### src/rtl/vx_csr_multi_unit_if.sv
// Dispatch, CSR backend and commit bundle for vx_csr_multi_unit.
// The unit is the slave side; the issue stage, backend and commit form the master side.
interface vx_csr_multi_unit_if #(
    parameter int NUM_REQS    = 2,
    parameter int NUM_THREADS = 4,
    parameter int NUM_WARPS   = 4,
    parameter int DATA_WIDTH  = 32,
    parameter int UUID_BITS   = 44,
    parameter int PC_BITS     = 32
);
    localparam int NT_BITS  = (NUM_THREADS > 1) ? $clog2(NUM_THREADS) : 1;
    localparam int NW_BITS  = (NUM_WARPS > 1) ? $clog2(NUM_WARPS) : 1;
    localparam int IDX_BITS = (NUM_REQS > 1) ? $clog2(NUM_REQS) : 1;

    logic [NUM_REQS-1:0]                                  req_valid;
    logic [NUM_REQS-1:0]                                  req_ready;
    logic [NUM_REQS-1:0][UUID_BITS-1:0]                   req_uuid;
    logic [NUM_REQS-1:0][NW_BITS-1:0]                     req_wid;
    logic [NUM_REQS-1:0][NUM_THREADS-1:0]                 req_tmask;
    logic [NUM_REQS-1:0][PC_BITS-1:0]                     req_pc;
    logic [NUM_REQS-1:0][4:0]                             req_rd;
    logic [NUM_REQS-1:0]                                  req_wb;
    logic [NUM_REQS-1:0][1:0]                             req_op_type;
    logic [NUM_REQS-1:0][11:0]                            req_addr;
    logic [NUM_REQS-1:0]                                  req_use_imm;
    logic [NUM_REQS-1:0][4:0]                             req_imm;
    logic [NUM_REQS-1:0][NT_BITS-1:0]                     req_tid;
    logic [NUM_REQS-1:0][NUM_THREADS-1:0][DATA_WIDTH-1:0] req_rs1_data;
    logic                                                 access_pending;

    logic                  be_read_enable;
    logic                  be_write_enable;
    logic [11:0]           be_addr;
    logic [NW_BITS-1:0]    be_wid;
    logic [UUID_BITS-1:0]  be_uuid;
    logic [DATA_WIDTH-1:0] be_read_data_ro;
    logic [DATA_WIDTH-1:0] be_read_data_rw;
    logic [DATA_WIDTH-1:0] be_write_data;

    logic                                   rsp_valid;
    logic                                   rsp_ready;
    logic [IDX_BITS-1:0]                    rsp_idx;
    logic [UUID_BITS-1:0]                   rsp_uuid;
    logic [NW_BITS-1:0]                     rsp_wid;
    logic [NUM_THREADS-1:0]                 rsp_tmask;
    logic [PC_BITS-1:0]                     rsp_pc;
    logic [4:0]                             rsp_rd;
    logic                                   rsp_wb;
    logic [NUM_THREADS-1:0][DATA_WIDTH-1:0] rsp_data;
    logic                                   req_pending;

    modport master (
        output req_valid, req_uuid, req_wid, req_tmask, req_pc, req_rd, req_wb,
               req_op_type, req_addr, req_use_imm, req_imm, req_tid, req_rs1_data,
               access_pending, be_read_data_ro, be_read_data_rw, rsp_ready,
        input  req_ready, be_read_enable, be_write_enable, be_addr, be_wid, be_uuid,
               be_write_data, rsp_valid, rsp_idx, rsp_uuid, rsp_wid, rsp_tmask,
               rsp_pc, rsp_rd, rsp_wb, rsp_data, req_pending
    );

    modport slave (
        input  req_valid, req_uuid, req_wid, req_tmask, req_pc, req_rd, req_wb,
               req_op_type, req_addr, req_use_imm, req_imm, req_tid, req_rs1_data,
               access_pending, be_read_data_ro, be_read_data_rw, rsp_ready,
        output req_ready, be_read_enable, be_write_enable, be_addr, be_wid, be_uuid,
               be_write_data, rsp_valid, rsp_idx, rsp_uuid, rsp_wid, rsp_tmask,
               rsp_pc, rsp_rd, rsp_wb, rsp_data, req_pending
    );
endinterface

### src/rtl/vx_csr_multi_unit.sv
// Multi-port CSR unit: round-robin pick of one CSR instruction per cycle, local ID and
// per-warp scratch CSRs, backend access for the rest, responses buffered in a small FIFO.
module vx_csr_multi_unit #(
    parameter int          CORE_ID          = 0,
    parameter int          NUM_REQS         = 2,
    parameter int          NUM_THREADS      = 4,
    parameter int          NUM_WARPS        = 4,
    parameter int          DATA_WIDTH       = 32,
    parameter int          RSP_DEPTH        = 4,
    parameter int          NUM_SCRATCH      = 4,
    parameter int          UUID_BITS        = 44,
    parameter int          PC_BITS          = 32,
    parameter logic [11:0] CSR_WTID         = 12'hCC0,
    parameter logic [11:0] CSR_LTID         = 12'hCC1,
    parameter logic [11:0] CSR_GTID         = 12'hCC2,
    parameter logic [11:0] CSR_LWID         = 12'hCC3,
    parameter logic [11:0] CSR_GWID         = 12'hCC4,
    parameter logic [11:0] CSR_SCRATCH_BASE = 12'hCD0
) (
    input logic                clk,
    input logic                reset,
    vx_csr_multi_unit_if.slave bus
);
    localparam logic [1:0] INST_CSR_RW = 2'd1;
    localparam logic [1:0] INST_CSR_RS = 2'd2;

    localparam int NT_BITS  = (NUM_THREADS > 1) ? $clog2(NUM_THREADS) : 1;
    localparam int NW_BITS  = (NUM_WARPS > 1) ? $clog2(NUM_WARPS) : 1;
    localparam int IDX_BITS = (NUM_REQS > 1) ? $clog2(NUM_REQS) : 1;
    localparam int SC_BITS  = (NUM_SCRATCH > 1) ? $clog2(NUM_SCRATCH) : 1;
    localparam int PTR_BITS = $clog2(RSP_DEPTH);
    localparam int CNT_BITS = $clog2(RSP_DEPTH + 1);

    typedef logic [NUM_THREADS-1:0][DATA_WIDTH-1:0] tdata_t;

    typedef struct packed {
        logic [IDX_BITS-1:0]    idx;
        logic [UUID_BITS-1:0]   uuid;
        logic [NW_BITS-1:0]     wid;
        logic [NUM_THREADS-1:0] tmask;
        logic [PC_BITS-1:0]     pc;
        logic [4:0]             rd;
        logic                   wb;
        tdata_t                 data;
    } rsp_entry_t;

    logic [IDX_BITS-1:0] rr, grant_idx;
    logic                grant_valid;
    logic [NUM_REQS-1:0] rr_reach;
    logic                accept, push, pop;
    logic [CNT_BITS-1:0] q_count;
    logic [PTR_BITS-1:0] wr_ptr, rd_ptr;
    rsp_entry_t          q_mem [RSP_DEPTH];
    rsp_entry_t          q_head;
    logic [DATA_WIDTH-1:0] scratch [NUM_WARPS][NUM_SCRATCH];

    logic [UUID_BITS-1:0]   g_uuid;
    logic [NW_BITS-1:0]     g_wid;
    logic [1:0]             g_op;
    logic [11:0]            g_addr, addr_off;
    logic [NT_BITS-1:0]     g_tid;
    tdata_t                 g_rs1, rsp_data_n;
    logic                   is_id, is_scratch, is_backend, do_write;
    logic [SC_BITS-1:0]     sc_idx;
    logic [DATA_WIDTH-1:0]  src, old_val, new_val;

    function automatic logic [IDX_BITS-1:0] rr_port(input logic [IDX_BITS-1:0] base, input int k);
        int p;
        p = (int'(base) + k) % NUM_REQS;
        return IDX_BITS'(p);
    endfunction

    function automatic logic [DATA_WIDTH-1:0] id_value(input logic [11:0] addr,
                                                       input logic [NW_BITS-1:0] wid,
                                                       input int tid);
        logic [DATA_WIDTH-1:0] ltid;
        ltid = (DATA_WIDTH'(wid) << NT_BITS) + DATA_WIDTH'(tid);
        case (addr)
            CSR_WTID: return DATA_WIDTH'(tid);
            CSR_LTID: return ltid;
            CSR_GTID: return (DATA_WIDTH'(CORE_ID) << (NW_BITS + NT_BITS)) + ltid;
            CSR_LWID: return DATA_WIDTH'(wid);
            default:  return (DATA_WIDTH'(CORE_ID) << NW_BITS) + DATA_WIDTH'(wid);
        endcase
    endfunction

    // rr_reach[i] only looks at ports ahead of i in rotation order, so req_ready[i]
    // never depends on req_valid[i] itself.
    always_comb begin
        // NOTE: every always_comb output gets a default first so no path can infer a latch.
        grant_valid = 1'b0;
        grant_idx   = rr;
        rr_reach    = '0;
        for (int k = 0; k < NUM_REQS; k++) begin
            if (!grant_valid) begin
                rr_reach[rr_port(rr, k)] = 1'b1;
                if (bus.req_valid[rr_port(rr, k)]) begin
                    grant_valid = 1'b1;
                    grant_idx   = rr_port(rr, k);
                end
            end
        end
    end

    assign pop           = (q_count != '0) && bus.rsp_ready;
    assign accept        = reset && !bus.access_pending
                           && ((q_count != CNT_BITS'(RSP_DEPTH)) || pop);
    assign bus.req_ready = rr_reach & {NUM_REQS{accept}};
    assign push          = accept && grant_valid;

    assign g_uuid = bus.req_uuid[grant_idx];
    assign g_wid  = bus.req_wid[grant_idx];
    assign g_op   = bus.req_op_type[grant_idx];
    assign g_addr = bus.req_addr[grant_idx];
    assign g_tid  = bus.req_tid[grant_idx];
    assign g_rs1  = bus.req_rs1_data[grant_idx];

    assign addr_off   = g_addr - CSR_SCRATCH_BASE;
    assign sc_idx     = SC_BITS'(addr_off);
    assign is_scratch = (g_addr >= CSR_SCRATCH_BASE) && (addr_off < 12'(NUM_SCRATCH));
    assign is_id      = (g_addr == CSR_WTID) || (g_addr == CSR_LTID) || (g_addr == CSR_GTID)
                        || (g_addr == CSR_LWID) || (g_addr == CSR_GWID);
    assign is_backend = !is_id && !is_scratch;

    always_comb begin
        src      = bus.req_use_imm[grant_idx] ? DATA_WIDTH'(bus.req_imm[grant_idx]) : g_rs1[g_tid];
        old_val  = is_scratch ? scratch[g_wid][sc_idx] : bus.be_read_data_rw;
        do_write = (g_op == INST_CSR_RW) || (src != '0);
        case (g_op)
            INST_CSR_RW: new_val = src;
            INST_CSR_RS: new_val = old_val | src;
            default:     new_val = old_val & ~src;
        endcase
    end

    always_comb begin
        for (int t = 0; t < NUM_THREADS; t++) begin
            if (is_id)           rsp_data_n[t] = id_value(g_addr, g_wid, t);
            else if (is_scratch) rsp_data_n[t] = old_val;
            else                 rsp_data_n[t] = bus.be_read_data_ro | bus.be_read_data_rw;
        end
    end

    assign bus.be_read_enable  = push && is_backend;
    assign bus.be_write_enable = push && is_backend && do_write;
    assign bus.be_addr         = g_addr;
    assign bus.be_wid          = g_wid;
    assign bus.be_uuid         = g_uuid;
    assign bus.be_write_data   = new_val;

    always_ff @(posedge clk or negedge reset) begin
        // NOTE: sequential state uses non-blocking assignments so every register samples pre-edge values.
        if (!reset) begin
            rr      <= '0;
            q_count <= '0;
            wr_ptr  <= '0;
            rd_ptr  <= '0;
            for (int w = 0; w < NUM_WARPS; w++)
                for (int s = 0; s < NUM_SCRATCH; s++)
                    scratch[w][s] <= '0;
        end else begin
            if (push) begin
                rr     <= (grant_idx == IDX_BITS'(NUM_REQS - 1)) ? '0 : grant_idx + 1'b1;
                wr_ptr <= (wr_ptr == PTR_BITS'(RSP_DEPTH - 1)) ? '0 : wr_ptr + 1'b1;
                if (is_scratch && do_write)
                    scratch[g_wid][sc_idx] <= new_val;
            end
            if (pop)
                rd_ptr <= (rd_ptr == PTR_BITS'(RSP_DEPTH - 1)) ? '0 : rd_ptr + 1'b1;
            q_count <= q_count + CNT_BITS'(push) - CNT_BITS'(pop);
        end
    end

    // NOTE: queue storage is not reset; q_count/pointers alone decide which entries are live.
    always_ff @(posedge clk) begin
        if (push) begin
            q_mem[wr_ptr] <= '{idx:   grant_idx,
                               uuid:  g_uuid,
                               wid:   g_wid,
                               tmask: bus.req_tmask[grant_idx],
                               pc:    bus.req_pc[grant_idx],
                               rd:    bus.req_rd[grant_idx],
                               wb:    bus.req_wb[grant_idx],
                               data:  rsp_data_n};
        end
    end

    assign q_head          = q_mem[rd_ptr];
    assign bus.rsp_valid   = (q_count != '0);
    assign bus.req_pending = (q_count != '0);
    assign bus.rsp_idx     = q_head.idx;
    assign bus.rsp_uuid    = q_head.uuid;
    assign bus.rsp_wid     = q_head.wid;
    assign bus.rsp_tmask   = q_head.tmask;
    assign bus.rsp_pc      = q_head.pc;
    assign bus.rsp_rd      = q_head.rd;
    assign bus.rsp_wb      = q_head.wb;
    assign bus.rsp_data    = q_head.data;
endmodule

### src/flat_wrapper.sv
// flat-port wrapper written by rule: the top's interface ports become plain ports
module vx_csr_multi_unit_flat 
#(
    parameter int          CORE_ID          = 0,
    parameter int          NUM_REQS         = 2,
    parameter int          NUM_THREADS      = 4,
    parameter int          NUM_WARPS        = 4,
    parameter int          DATA_WIDTH       = 32,
    parameter int          RSP_DEPTH        = 4,
    parameter int          NUM_SCRATCH      = 4,
    parameter int          UUID_BITS        = 44,
    parameter int          PC_BITS          = 32,
    parameter logic [11:0] CSR_WTID         = 12'hCC0,
    parameter logic [11:0] CSR_LTID         = 12'hCC1,
    parameter logic [11:0] CSR_GTID         = 12'hCC2,
    parameter logic [11:0] CSR_LWID         = 12'hCC3,
    parameter logic [11:0] CSR_GWID         = 12'hCC4,
    parameter logic [11:0] CSR_SCRATCH_BASE = 12'hCD0
)
  (clk, reset, bus_req_valid, bus_req_uuid, bus_req_wid, bus_req_tmask, bus_req_pc, bus_req_rd, bus_req_wb, bus_req_op_type, bus_req_addr, bus_req_use_imm, bus_req_imm, bus_req_tid, bus_req_rs1_data, bus_access_pending, bus_be_read_data_ro, bus_be_read_data_rw, bus_rsp_ready, bus_req_ready, bus_be_read_enable, bus_be_write_enable, bus_be_addr, bus_be_wid, bus_be_uuid, bus_be_write_data, bus_rsp_valid, bus_rsp_idx, bus_rsp_uuid, bus_rsp_wid, bus_rsp_tmask, bus_rsp_pc, bus_rsp_rd, bus_rsp_wb, bus_rsp_data, bus_req_pending);
  vx_csr_multi_unit_if #(.NUM_REQS(NUM_REQS), .NUM_THREADS(NUM_THREADS), .NUM_WARPS(NUM_WARPS), .DATA_WIDTH(DATA_WIDTH), .UUID_BITS(UUID_BITS), .PC_BITS(PC_BITS)) bus_i ();
  input logic clk;
  input logic reset;
  input wire logic [$bits(bus_i.req_valid)-1:0] bus_req_valid;
  input wire logic [$bits(bus_i.req_uuid)-1:0] bus_req_uuid;
  input wire logic [$bits(bus_i.req_wid)-1:0] bus_req_wid;
  input wire logic [$bits(bus_i.req_tmask)-1:0] bus_req_tmask;
  input wire logic [$bits(bus_i.req_pc)-1:0] bus_req_pc;
  input wire logic [$bits(bus_i.req_rd)-1:0] bus_req_rd;
  input wire logic [$bits(bus_i.req_wb)-1:0] bus_req_wb;
  input wire logic [$bits(bus_i.req_op_type)-1:0] bus_req_op_type;
  input wire logic [$bits(bus_i.req_addr)-1:0] bus_req_addr;
  input wire logic [$bits(bus_i.req_use_imm)-1:0] bus_req_use_imm;
  input wire logic [$bits(bus_i.req_imm)-1:0] bus_req_imm;
  input wire logic [$bits(bus_i.req_tid)-1:0] bus_req_tid;
  input wire logic [$bits(bus_i.req_rs1_data)-1:0] bus_req_rs1_data;
  input wire logic [$bits(bus_i.access_pending)-1:0] bus_access_pending;
  input wire logic [$bits(bus_i.be_read_data_ro)-1:0] bus_be_read_data_ro;
  input wire logic [$bits(bus_i.be_read_data_rw)-1:0] bus_be_read_data_rw;
  input wire logic [$bits(bus_i.rsp_ready)-1:0] bus_rsp_ready;
  output wire logic [$bits(bus_i.req_ready)-1:0] bus_req_ready;
  output wire logic [$bits(bus_i.be_read_enable)-1:0] bus_be_read_enable;
  output wire logic [$bits(bus_i.be_write_enable)-1:0] bus_be_write_enable;
  output wire logic [$bits(bus_i.be_addr)-1:0] bus_be_addr;
  output wire logic [$bits(bus_i.be_wid)-1:0] bus_be_wid;
  output wire logic [$bits(bus_i.be_uuid)-1:0] bus_be_uuid;
  output wire logic [$bits(bus_i.be_write_data)-1:0] bus_be_write_data;
  output wire logic [$bits(bus_i.rsp_valid)-1:0] bus_rsp_valid;
  output wire logic [$bits(bus_i.rsp_idx)-1:0] bus_rsp_idx;
  output wire logic [$bits(bus_i.rsp_uuid)-1:0] bus_rsp_uuid;
  output wire logic [$bits(bus_i.rsp_wid)-1:0] bus_rsp_wid;
  output wire logic [$bits(bus_i.rsp_tmask)-1:0] bus_rsp_tmask;
  output wire logic [$bits(bus_i.rsp_pc)-1:0] bus_rsp_pc;
  output wire logic [$bits(bus_i.rsp_rd)-1:0] bus_rsp_rd;
  output wire logic [$bits(bus_i.rsp_wb)-1:0] bus_rsp_wb;
  output wire logic [$bits(bus_i.rsp_data)-1:0] bus_rsp_data;
  output wire logic [$bits(bus_i.req_pending)-1:0] bus_req_pending;
  assign bus_i.req_valid = bus_req_valid;
  assign bus_i.req_uuid = bus_req_uuid;
  assign bus_i.req_wid = bus_req_wid;
  assign bus_i.req_tmask = bus_req_tmask;
  assign bus_i.req_pc = bus_req_pc;
  assign bus_i.req_rd = bus_req_rd;
  assign bus_i.req_wb = bus_req_wb;
  assign bus_i.req_op_type = bus_req_op_type;
  assign bus_i.req_addr = bus_req_addr;
  assign bus_i.req_use_imm = bus_req_use_imm;
  assign bus_i.req_imm = bus_req_imm;
  assign bus_i.req_tid = bus_req_tid;
  assign bus_i.req_rs1_data = bus_req_rs1_data;
  assign bus_i.access_pending = bus_access_pending;
  assign bus_i.be_read_data_ro = bus_be_read_data_ro;
  assign bus_i.be_read_data_rw = bus_be_read_data_rw;
  assign bus_i.rsp_ready = bus_rsp_ready;
  assign bus_req_ready = bus_i.req_ready;
  assign bus_be_read_enable = bus_i.be_read_enable;
  assign bus_be_write_enable = bus_i.be_write_enable;
  assign bus_be_addr = bus_i.be_addr;
  assign bus_be_wid = bus_i.be_wid;
  assign bus_be_uuid = bus_i.be_uuid;
  assign bus_be_write_data = bus_i.be_write_data;
  assign bus_rsp_valid = bus_i.rsp_valid;
  assign bus_rsp_idx = bus_i.rsp_idx;
  assign bus_rsp_uuid = bus_i.rsp_uuid;
  assign bus_rsp_wid = bus_i.rsp_wid;
  assign bus_rsp_tmask = bus_i.rsp_tmask;
  assign bus_rsp_pc = bus_i.rsp_pc;
  assign bus_rsp_rd = bus_i.rsp_rd;
  assign bus_rsp_wb = bus_i.rsp_wb;
  assign bus_rsp_data = bus_i.rsp_data;
  assign bus_req_pending = bus_i.req_pending;
  vx_csr_multi_unit #(.CORE_ID(CORE_ID), .NUM_REQS(NUM_REQS), .NUM_THREADS(NUM_THREADS), .NUM_WARPS(NUM_WARPS), .DATA_WIDTH(DATA_WIDTH), .RSP_DEPTH(RSP_DEPTH), .NUM_SCRATCH(NUM_SCRATCH), .UUID_BITS(UUID_BITS), .PC_BITS(PC_BITS), .CSR_WTID(CSR_WTID), .CSR_LTID(CSR_LTID), .CSR_GTID(CSR_GTID), .CSR_LWID(CSR_LWID), .CSR_GWID(CSR_GWID), .CSR_SCRATCH_BASE(CSR_SCRATCH_BASE)) u_core (.clk(clk), .reset(reset), .bus(bus_i));
endmodule
### config.mk
export PLATFORM = sky130hd
export DESIGN_NAME = vx_csr_multi_unit_flat
export DESIGN_NICKNAME = d
export VERILOG_FILES = /design/src/rtl/vx_csr_multi_unit_if.sv /design/src/rtl/vx_csr_multi_unit.sv /design/src/flat_wrapper.sv
export SDC_FILE = /design/constraint.sdc
export NUM_CORES = 2
export LEC_CHECK = 0
export CAP_MARGIN = 25
export CELL_PAD_IN_SITES_DETAIL_PLACEMENT = 0
export CELL_PAD_IN_SITES_GLOBAL_PLACEMENT = 1
export CORE_MARGIN = 5
export CORE_UTILIZATION = 44
export CTS_BUF_LIST = sky130_fd_sc_hd__clkbuf_4 sky130_fd_sc_hd__clkbuf_8 sky130_fd_sc_hd__clkbuf_16
export DETAILED_ROUTE_END_ITERATION = 7
export GPL_TIMING_DRIVEN = 0
export PLACE_DENSITY_LB_ADDON = 0.08
export REMOVE_ABC_BUFFERS = 1
export SLEW_MARGIN = 20
export SYNTH_ARGS = -nofsm -noshare
export SYNTH_HDL_FRONTEND = slang
export SYNTH_SLANG_ARGS = --single-unit
### constraint.sdc
create_clock -name clk -period 10.2 [get_ports clk]
set_input_delay 2.04 -clock clk [delete_from_list [all_inputs] [get_ports clk]]
set_output_delay 2.04 -clock clk [all_outputs]
set_load 0.05 [all_outputs]
==> impl_metrics.ini <==
[clock_tree]
worstSkewPairLatency_ns = 0.67
root_buffer = clkbuf_16
cts_buffer_depth = 3
clock-sinks = 1012
hold_buffers = 0
cts_tree = yes
cts-buffers-inserted = 103
clk_transition_reported_paths_ns = 0.06
cts_max_level = 3

[synth]
yosysMostFrequentCell = dfrtp_1
synthMuxAreaShare_pct = 27.40
synthTopCellsByCount = dfrtp_1, edfxtp_1, nand2_1, mux2_2, mux4_2
syn_avg_cell_area_sq_um = 15.03
synth.top_cell.area_share_pct = 30.67
synthAdderAreaFrac_pct = 0.2754
synth-xor-area-share_pct = 0.03637
yosys.area.top_type = edfxtp_1
synth_flop_cell = dfrtp_1
yosysUniqueCellTypes = 67
synth_cells = 3204
yosysWarnings = 0
synthSimpleGateAreaFrac_pct = 6.824
yosys-top-cells-area = edfxtp_1, dfrtp_1, mux4_2, mux2_2, mux2_4
ys_seq_area_share_pct = 57.69
synth-compound-area-share_pct = 3.328
async_flop_share_pct = 51.38
synth_top_family_by_area = multiplexers
netlist_area_sq_um = 48170
ys_seq_elements = 1012
synth_edf_count = 492

[cells_and_area]
area_growth_syn_to_layout_pct = 31.46
final_layout_size_suffix_gt1_share_pct = 29.38
postLayoutCellArea_sq_um = 63320
fin_nets = 4518

[routing]
wl_per_cell_um = 31.11
drt_first_pass_iters = 5
drc = 0
dr_total_vias = 32020
routed_wl_mm = 170.1
drtIter0Drc = 2555
viasPerCell = 5.856
ant_nets = 0

[placed_design]
port_buffers = 858
dp_hpwl_mm = 124.7
gp_congestion = 0.9100
post_dp_cell_area_sq_um = 59570

[timing]
slew_headroom_pct = 23.96
finalWorstPathRequiredPeriod_ns = 9.902
finalMaxSlewViolations = 0
fmax_ghz = 0.1010
setup_tns_ns = 0
period_share_pct = 97.08
hold_viol_final = 0
setup_violations = 0
rsz0062_at_grt = false
skew_ns = 0.02064
tightest_slew_ns = 1.132

[job]
maxCapViolCount = 0

[floorplanning]
die_w_um = 340.9
num_rows = 121
core_area_sq_um = 108900
die_h_um = 340.9
dieArea_sq_um = 116200
initial_core_util_pct = 44.25
io_pins = 859

[power]
powerDensity_nw_per_um2 = 244.4
p_leak_uw = 0.02570
peakVddDrop_v = 0.0001849

[setup_path]
worstSetupStartpointType = input pin
cp.arrival_ns = 7.86
worstPathRequired_ns = 8.16
cp-startpoint = bus_req_valid[1]
critPathKind = input pin to output port
cp-end-kind = output port
reg2reg_from = u_core.rr
crit_fanout = 122

[grt]
grt_pass1_wl_mm = 243.8
grt_overflow_total = 0
grt_pass1_vias = 33850
antenna_found_initial = 16
grt_start_max_net_pins = 123
track_usage_pct = 28.61

[worst_hold_path]
hp-start = u_core.scratch[338]
hold_path_class = register to register

[run_status]
status = complete, no violations
==> metrics by stage <==
step                      util (%)  setup slack [ns]  hold WS [ns]  cells  power, uW
final                        58.17            0.2980        0.4916   5468      15480
after global routing         58.16           0.05112        0.5083   5464      15980
after CTS                    58.07            0.1003        0.4926   5454      15620
after detailed placement     54.72            -1.402        0.4791   5260      11690
after global placement       51.88            -21.07        0.4678   5133      11600
after floorplan                  -            -7.388        0.4588   2861       8744
==> critical path, cell delays in order <==
cell and delay (ns):
clkdlybuf4s50_1 0.62, nand2b_1 0.34, a21oi_4 0.17, buf_16 0.20, buf_16 0.17, buf_16 0.17, inv_8 0.33, buf_16 0.35
mux2i_4 0.53, buf_8 0.25, nand2_1 0.29, a211oi_2 0.59, a21o_1 0.21, nand2_1 0.09, o31ai_2 0.19, buf_4 0.28
clkdlybuf4s50_1 0.84
==> report_power, final <==
| group | leakage [uW] | switching (uW) | internal, uW | total (uW) |
|---|---|---|---|---|
| clock network | 0.00178 | 1620 | 2300 | 3920 |
| logic | 0.0122 | 4580 | 2300 | 6870 |
| registers | 0.0117 | 101 | 4580 | 4680 |
| total | 0.0257 | 6300 | 9170 | 15500 |
==> sequential cells by signal (all words and copies together) (netlist names) <==
register	flops
u_core.scratch	512
u_core.q_mem	492
u_core.q_count	3
u_core.rd_ptr	2
u_core.wr_ptr	2
u_core.rr	1
==> layer usage <==
layer  up-vias  global-route usage [%]  part of all wire, %
met5         -                       0                0.058
met4        14                   6.224                  2.1
met3       209                   5.706                  7.1
met2      1260                   49.35                   50
met1     16980                   37.80                   40
li1      13560                       -                    -
==> placed cells by master, fill, tap and decap left out, types with 24 or more instances in the layout <==
master,count
a21oi_1,32
a22oi_1,58
buf_12,40
buf_16,61
buf_4,32
clkbuf_16,105
clkdlybuf4s50_1,854
clkinv_2,26
dfrtp_1,518
edfxtp_1,492
mux2_2,337
mux2_4,180
mux2i_1,51
mux4_2,263
nand2_1,407
nand3_1,107
nand4_1,24
nor2_1,42
nor3_1,66
==> path summary, 6_finish.rpt <==
| check | end | slack (ns) | cells past startpoint |
|---|---|---|---|
| worst max-delay path | bus_be_write_data[8] | 0.30 | 17 |
| worst min-delay path | u_core.scratch[338] | 0.49 | 1 |
| worst max register to register | u_core.scratch[127] | 4.31 | 17 |
| worst min register to register | u_core.scratch[338] | 0.49 | 1 |
| max in group asynchronous | u_core.scratch[170] | 6.79 | 5 |
| min in group asynchronous | u_core.scratch[359] | 1.18 | 1 |
==> timing repair <==
action,CTS,global route
pin swaps,1,1
gates cloned,0,0
buffers inserted,1,8
gates resized for setup,12,2
setup endpoints to repair,12,6
==> logic make-up after synthesis <==
group,Yosys count
AOI/OAI and AO/OA,225
xor gates and xnor gates,2
adders and majority gates,10
buffers and inverters,367
DFF,1012
muxes,854
and+or+nand+nor,734
==> final cells by class <==
type                    count  area [sq um]
multi-input cells        1825         18700
well taps                1414          1769
clock buffers             134          2952
fillers                  8431         45540
clock inverters            59         604.3
inverters                  24         102.6
diodes                      4         10.01
repair buffers            996         11390
flip-flops and latches   1012         27790
Power figures use the tool's default switching activity.
